## config.mk

```make
export PLATFORM = sky130hd
export DESIGN_NAME = usb_tx_serializer
export DESIGN_NICKNAME = d
export VERILOG_FILES = /design/src/rtl/usb_tx_serializer.sv
export SDC_FILE = /design/constraint.sdc
export NUM_CORES = 1
export LEC_CHECK = 0
export ABC_AREA = 1
export CORE_ASPECT_RATIO = 0.75
export CORE_MARGIN = 2
export CORE_UTILIZATION = 45
export DETAILED_ROUTE_END_ITERATION = 16
export PLACE_DENSITY = 0.71
export SYNTH_ARGS = -nofsm -noshare
export SYNTH_HDL_FRONTEND = slang
export SYNTH_SLANG_ARGS = --single-unit
export TNS_END_PERCENT = 50
```

## constraint.sdc

```tcl
create_clock -name clk -period 3.59 [get_ports clk]
set_input_delay 0.359 -clock clk [delete_from_list [all_inputs] [get_ports clk]]
set_output_delay 0.359 -clock clk [all_outputs]
set_load 0.02 [all_outputs]
```

## src/rtl/usb_tx_serializer.sv

```systemverilog
// usb_tx_serializer: byte-wide USB transmit path. Bytes arrive over a
// valid/ready handshake. Each byte is serialized LSB first, a stuff bit is
// inserted after STUFF_LIMIT consecutive data 1s, and the stream is NRZI
// encoded onto D+/D-. Every packet ends with an EOP (SE0, SE0, J).
//
// Optional feature macro: TX_SYNC_EN. When it is defined, a SYNC byte 0x80 is
// shifted out ahead of the first user byte. When it is undefined, the user
// supplies SYNC as the first byte.
//
// Ports:
//   clk          system clock
//   n_rst        asynchronous active-low reset
//   tx_data      byte to send, LSB first
//   tx_valid     tx_data/tx_last valid
//   tx_last      byte is the final byte of the packet
//   tx_ready     holding register empty (transfer on tx_valid && tx_ready)
//   tx_busy      packet in progress (state other than IDLE)
//   tx_underrun  one-cycle pulse: byte needed, none held, no tx_last seen
//   d_plus       registered D+ drive
//   d_minus      registered D- drive
module usb_tx_serializer #(
  parameter int unsigned CLKS_PER_BIT = 8,
  parameter int unsigned STUFF_LIMIT  = 6
) (
  input  logic       clk,
  input  logic       n_rst,
  input  logic [7:0] tx_data,
  input  logic       tx_valid,
  input  logic       tx_last,
  output logic       tx_ready,
  output logic       tx_busy,
  output logic       tx_underrun,
  output logic       d_plus,
  output logic       d_minus
);

  localparam int unsigned CNT_W  = (CLKS_PER_BIT > 1) ? $clog2(CLKS_PER_BIT) : 1;
  localparam int unsigned ONES_W = $clog2(STUFF_LIMIT + 1);
  localparam logic [CNT_W-1:0]  CNT_MAX  = CNT_W'(CLKS_PER_BIT - 1);
  localparam logic [ONES_W-1:0] ONES_MAX = ONES_W'(STUFF_LIMIT);

  typedef enum logic [1:0] {
    ST_IDLE,
    ST_SHIFT,
    ST_STUFF,
    ST_EOP
  } state_t;

  state_t            state_q, state_d;
  logic [CNT_W-1:0]  bit_cnt_q, bit_cnt_d;
  logic [2:0]        bit_idx_q, bit_idx_d;
  logic [ONES_W-1:0] ones_q, ones_d;
  logic              level_q, level_d;
  logic [7:0]        hold_data_q, hold_data_d;
  logic              hold_last_q, hold_last_d;
  logic              hold_full_q, hold_full_d;
  logic [7:0]        shift_data_q, shift_data_d;
  logic              shift_last_q, shift_last_d;
  logic [1:0]        eop_cnt_q, eop_cnt_d;
  logic              dp_q, dp_d;
  logic              dm_q, dm_d;
  logic              ready_q, ready_d;
  logic              busy_q, busy_d;
  logic              underrun_q, underrun_d;

  logic accept;
  logic drain;
  logic advance;
  logic bit_start;
  logic terminal;
  logic nxt_lvl;

  assign tx_ready    = ready_q;
  assign tx_busy     = busy_q;
  assign tx_underrun = underrun_q;
  assign d_plus      = dp_q;
  assign d_minus     = dm_q;

  // State and datapath registers; reset forces J and empties both buffers.
  always_ff @(posedge clk or negedge n_rst) begin
    if (!n_rst) begin
      state_q      <= ST_IDLE;
      bit_cnt_q    <= '0;
      bit_idx_q    <= '0;
      ones_q       <= '0;
      level_q      <= 1'b1;
      hold_data_q  <= '0;
      hold_last_q  <= 1'b0;
      hold_full_q  <= 1'b0;
      shift_data_q <= '0;
      shift_last_q <= 1'b0;
      eop_cnt_q    <= '0;
      dp_q         <= 1'b1;
      dm_q         <= 1'b0;
      ready_q      <= 1'b1;
      busy_q       <= 1'b0;
      underrun_q   <= 1'b0;
    end else begin
      state_q      <= state_d;
      bit_cnt_q    <= bit_cnt_d;
      bit_idx_q    <= bit_idx_d;
      ones_q       <= ones_d;
      level_q      <= level_d;
      hold_data_q  <= hold_data_d;
      hold_last_q  <= hold_last_d;
      hold_full_q  <= hold_full_d;
      shift_data_q <= shift_data_d;
      shift_last_q <= shift_last_d;
      eop_cnt_q    <= eop_cnt_d;
      dp_q         <= dp_d;
      dm_q         <= dm_d;
      ready_q      <= ready_d;
      busy_q       <= busy_d;
      underrun_q   <= underrun_d;
    end
  end

  // Next-state and output logic.
  always_comb begin
    state_d      = state_q;
    bit_cnt_d    = bit_cnt_q;
    bit_idx_d    = bit_idx_q;
    ones_d       = ones_q;
    level_d      = level_q;
    hold_data_d  = hold_data_q;
    hold_last_d  = hold_last_q;
    hold_full_d  = hold_full_q;
    shift_data_d = shift_data_q;
    shift_last_d = shift_last_q;
    eop_cnt_d    = eop_cnt_q;
    dp_d         = dp_q;
    dm_d         = dm_q;
    underrun_d   = 1'b0;
    drain        = 1'b0;
    advance      = 1'b0;
    nxt_lvl      = level_q;

    accept    = tx_valid && ready_q;
    bit_start = (bit_cnt_q == '0);
    terminal  = (bit_cnt_q == CNT_MAX);

    if (state_q != ST_IDLE) begin
      bit_cnt_d = terminal ? '0 : bit_cnt_q + CNT_W'(1);
    end

    case (state_q)
      ST_IDLE: begin
        bit_cnt_d = '0;
        bit_idx_d = '0;
        if (hold_full_q) begin
`ifdef TX_SYNC_EN
          // SYNC goes first; the user byte stays held until SYNC completes.
          shift_data_d = 8'h80;
          shift_last_d = 1'b0;
`else
          shift_data_d = hold_data_q;
          shift_last_d = hold_last_q;
          drain        = 1'b1;
`endif
          state_d = ST_SHIFT;
        end
      end

      ST_SHIFT: begin
        // The pins change only at the start of a bit time.
        if (bit_start) begin
          if (shift_data_q[0] == 1'b0) begin
            nxt_lvl = ~level_q;
            ones_d  = '0;
          end else begin
            ones_d  = ones_q + ONES_W'(1);
          end
          level_d = nxt_lvl;
          dp_d    = nxt_lvl;
          dm_d    = ~nxt_lvl;
        end
        if (terminal) begin
          if (ones_q == ONES_MAX) begin
            state_d = ST_STUFF;
          end else begin
            advance = 1'b1;
          end
        end
      end

      ST_STUFF: begin
        if (bit_start) begin
          nxt_lvl = ~level_q;
          level_d = nxt_lvl;
          dp_d    = nxt_lvl;
          dm_d    = ~nxt_lvl;
          ones_d  = '0;
        end
        if (terminal) begin
          advance = 1'b1;
        end
      end

      ST_EOP: begin
        // Two bit times of SE0, then one bit time of J.
        if (bit_start) begin
          dp_d = (eop_cnt_q == 2'd2);
          dm_d = 1'b0;
        end
        if (terminal) begin
          if (eop_cnt_q == 2'd2) begin
            eop_cnt_d = '0;
            state_d   = ST_IDLE;
          end else begin
            eop_cnt_d = eop_cnt_q + 2'd1;
          end
        end
      end

      default: state_d = ST_IDLE;
    endcase

    // Post-bit decision shared by SHIFT and STUFF: next bit, next byte or EOP.
    if (advance) begin
      if (bit_idx_q != 3'd7) begin
        shift_data_d = {1'b0, shift_data_q[7:1]};
        bit_idx_d    = bit_idx_q + 3'd1;
        state_d      = ST_SHIFT;
      end else if (shift_last_q) begin
        state_d   = ST_EOP;
        eop_cnt_d = '0;
        level_d   = 1'b1;
        ones_d    = '0;
      end else if (hold_full_q) begin
        shift_data_d = hold_data_q;
        shift_last_d = hold_last_q;
        drain        = 1'b1;
        bit_idx_d    = '0;
        state_d      = ST_SHIFT;
      end else begin
        underrun_d = 1'b1;
        state_d    = ST_EOP;
        eop_cnt_d  = '0;
        level_d    = 1'b1;
        ones_d     = '0;
      end
    end

    // Holding register: drain to the shifter, refill from the handshake.
    if (drain) begin
      hold_full_d = 1'b0;
    end
    if (accept) begin
      hold_data_d = tx_data;
      hold_last_d = tx_last;
      hold_full_d = 1'b1;
    end

    ready_d = ~hold_full_d;
    busy_d  = (state_d != ST_IDLE);
  end

endmodule

```

==> impl_results.md <==
- Crit Reg-Reg Startpoint: state_q[0]
- Worst-Skew Late Latency: ~0.3 ns
- Core area: 4900 um2
- Critical path required time: 3.82 ns
- Initial antenna violation count: 0
- #FFs+latches synth: 38
- Worst r2r dst: shift_data_q[2]
- Final Hold Viols: 0
- Post-CTS resize count: 0
- CP Cell Sequence: inv_1 > ha_1 > inv_2 > nand2_2 > o21ai_0 > inv_1 > nand2_1 > nand3_1 > nand2_1
- Share of layout cells above drive strength 1: 13.40%
- Wire length of the first global-routing pass: about 8100 um
- R2r worst-path depth: 9
- Share of flip-flops with an asynchronous set or reset: 100.0%
- Critical Path Start Type: flip-flop
- P&R area growth vs syn: 11.86%
- PwrDens: 366.3 nW/um2
- Post-synthesis sequential area ratio: between 40% and 50%
- Buffers on Ports: 16
- Die Span X: around 86 um
- Buf+Inv Stages, Crit Path: 3
- Syn nets: 313
- Pin count of the biggest net entering global routing: 39
- Vias in the first global route: ~1,700
- Maximum vdd ir drop: 0.0002577 V
- Diodes inserted: 0
- Final Max Slew Viols: 0
- Number of library cell types mapped by synthesis: 28
- Area of the mapped netlist: between 2000 and 2500 um2
- Run status: finished clean
- Worst Skew: 0.008680 ns
- Setup TNS: 0 ns
- Synth Instances: 290
- Post-route minimum period: 1.983 ns
- Iter 0 DRT Violations: 130
- Post-CTS Setup Bufs: 0
- DP HPWL: 3097 um
- Core Rows: 22
- Initial Utilization: 46.53%
- Yosys warns: 0
- DRC: 0
- CP arrival: between 2 and 2.5 ns
- Post-layout nets: 328
- Min-Delay Path Class: in2async
- Global Route Usage Sum: 18.30%
- Critical path class: reg2reg
- Avg WL per Cell: 12.31 um
- Crit path max fanout: 21
- Longest Clk Path Bufs: 2
- Die ar.: 5657 um2
- Fill count: between 400 and 500
- Rel. slew slack: 44.54%
- Fraction of the mapped netlist area in simple logic gates: 25.91%
- Total Wirelength: 4506 um
- First-pass DRT Iterations: 4
- Post-DRT Antenna Nets: 0
- Register-to-Register Setup Slack: 1.61 ns
- Maxcap violations: 0
- Mux contribution to synthesized area: 4.446%
- Achievable frequency: ~500 MHz
- # hold bufs at CTS: 0
- Grt total ovfl: 0
- Clk Tree Root Cell: clkbuf_8
- Static leakage: 1.359 nW
- Slew @ Worst Pin: 0.8319 ns
- CTS tree: built
- H-tree lvl count: 2
- Clock transition at path regs: ~0.08 ns
- Crit share post-route: 55.24%
- Compound-Gate Fraction of Synth Area: around an eighth
- # setup viols final: 0
- I/O pin count: 17
- DIE HEIGHT: 65.64 um
- Synth area leader: dfrtp_1
- Top delay family on crit path: buffers and inverters
- Post-Synth Adder-Cell Area: 6.037%
- Largest family of logic cells by synthesized area: simple AND/OR/NAND/NOR gates
- Inserted Clock Buffers: 5
- Crit end category: flip-flop
- Via density: 4.978
- Synth top area share: 38.42%
- Post-synth EDFFs: 0
- Via count: approximately 1,800
- Synth Flop Type: dfrtp_1
- Post-synth top cells: nand2_1, inv_1, dfrtp_1
- Count leader, synth: nand2_1
- Crit path largest cell delay: about 0.4 ns
- RSZ-0062 raised after global routing: false
- Worst path slowest cell: dfrtp_1
- Post-Synth XOR/XNOR Area: 0.3842%
- Tot Pwr: ~0.93 mW
- Syn Area/Cell: 7.861 um2
- Routability cong.: 0.8668
- CTS sink count: 38
- Most area-consuming cells after synthesis: dfrtp_1, nand2_1, inv_1
area by class of cell:
| type | count | area, um2 | area share, % |
|---|---|---|---|
| timing repair buffer | 16 | 155.1 | 6.084 |
| clock inverter | 2 | 12.51 | 0.4907 |
| inverter | 42 | 160.2 | 6.281 |
| tap | 60 | 75.07 | 2.944 |
| sequential | 38 | 954.7 | 37.44 |
| multi-input combinational | 202 | 1110 | 43.52 |
| clock buffer | 6 | 82.58 | 3.238 |
per-layer routing:
layer / vias up / GRT usage, % / wire (um)
met2: 46 / 25.97 / 1797
met1: 825 / 27.38 / 2433
met4: 0 / 5.859 / 38
met3: 5 / 4.271 / 236
met5: - / 0 / 0
li1: 946 / - / -
power by group:
part	total [mW]	switching (mW)	leakage, nW	internal [mW]
clock	0.317	0.162	0.0472	0.154
combinational	0.124	0.0650	0.839	0.0591
sequential	0.493	0.0258	0.472	0.468
total	0.934	0.253	1.36	0.681
kinds of logic (layout without fill, tap and decap cells):
family / after synthesis / count (layout)
AO/OA/AOI/OAI: 42 / 42
XOR/XNOR: 1 / 1
adder cells (fa/ha/maj): 11 / 11
buffers and inverters: 50 / 66
flip-flops: 38 / 38
multiplexers: 9 / 9
AND/OR/NAND/NOR: 139 / 139
metrics by stage:
stage	hold slack, ns	util (%)	instances	setup WS, ns	instance area [um2]
after floorplan	0.06341	-	290	2.118	2280
after global routing	0.2373	52.04	366	1.346	2550
after detailed placement	0.4528	50.10	358	1.668	2455
after CTS	0.1961	52.04	366	1.628	2550
final	0.1576	52.04	366	1.607	2550
after global placement	0.4536	50.10	358	1.753	2455
cell usage in the layout, fill, tap and decap left out, drive strengths merged:
master	n
xnor2	1
nand4	2
ha	11
nand2	95
mux2	9
o22ai	2
inv	42
o21ai	25
buf	1
clkbuf	6
clkdlybuf4s50	15
o211ai	8
clkinv	1
clkinvlp	1
dfrtp	35
nand3	18
a21oi	7
nor3	3
nor2	21
dfstp	3
flip-flops by register name, summed over array words and instances (netlist names), 2 cells and up:
| register | flops |
|---|---|
| bit_cnt_q | 3 |
| state_q | 2 |
| bit_idx_q | 3 |
| shift_data_q | 8 |
| ones_q | 3 |
| eop_cnt_q | 2 |
| hold_data_q | 8 |
worst max path at each step:
| stage | endpoint | slack (ns) | startpoint | cells past startpoint |
|---|---|---|---|---|
| after detailed placement | shift_data_q[0] | 1.67 | state_q[0] | 9 |
| after CTS | shift_data_q[0] | 1.63 | state_q[0] | 9 |
| after global routing | shift_data_q[5] | 1.35 | state_q[0] | 9 |
| after floorplan | state_q[1] | 2.12 | state_q[0] | 8 |
| after global placement | shift_data_q[0] | 1.75 | state_q[0] | 9 |
| final | shift_data_q[2] | 1.61 | state_q[0] | 9 |
Power figures use the tool's default switching activity.
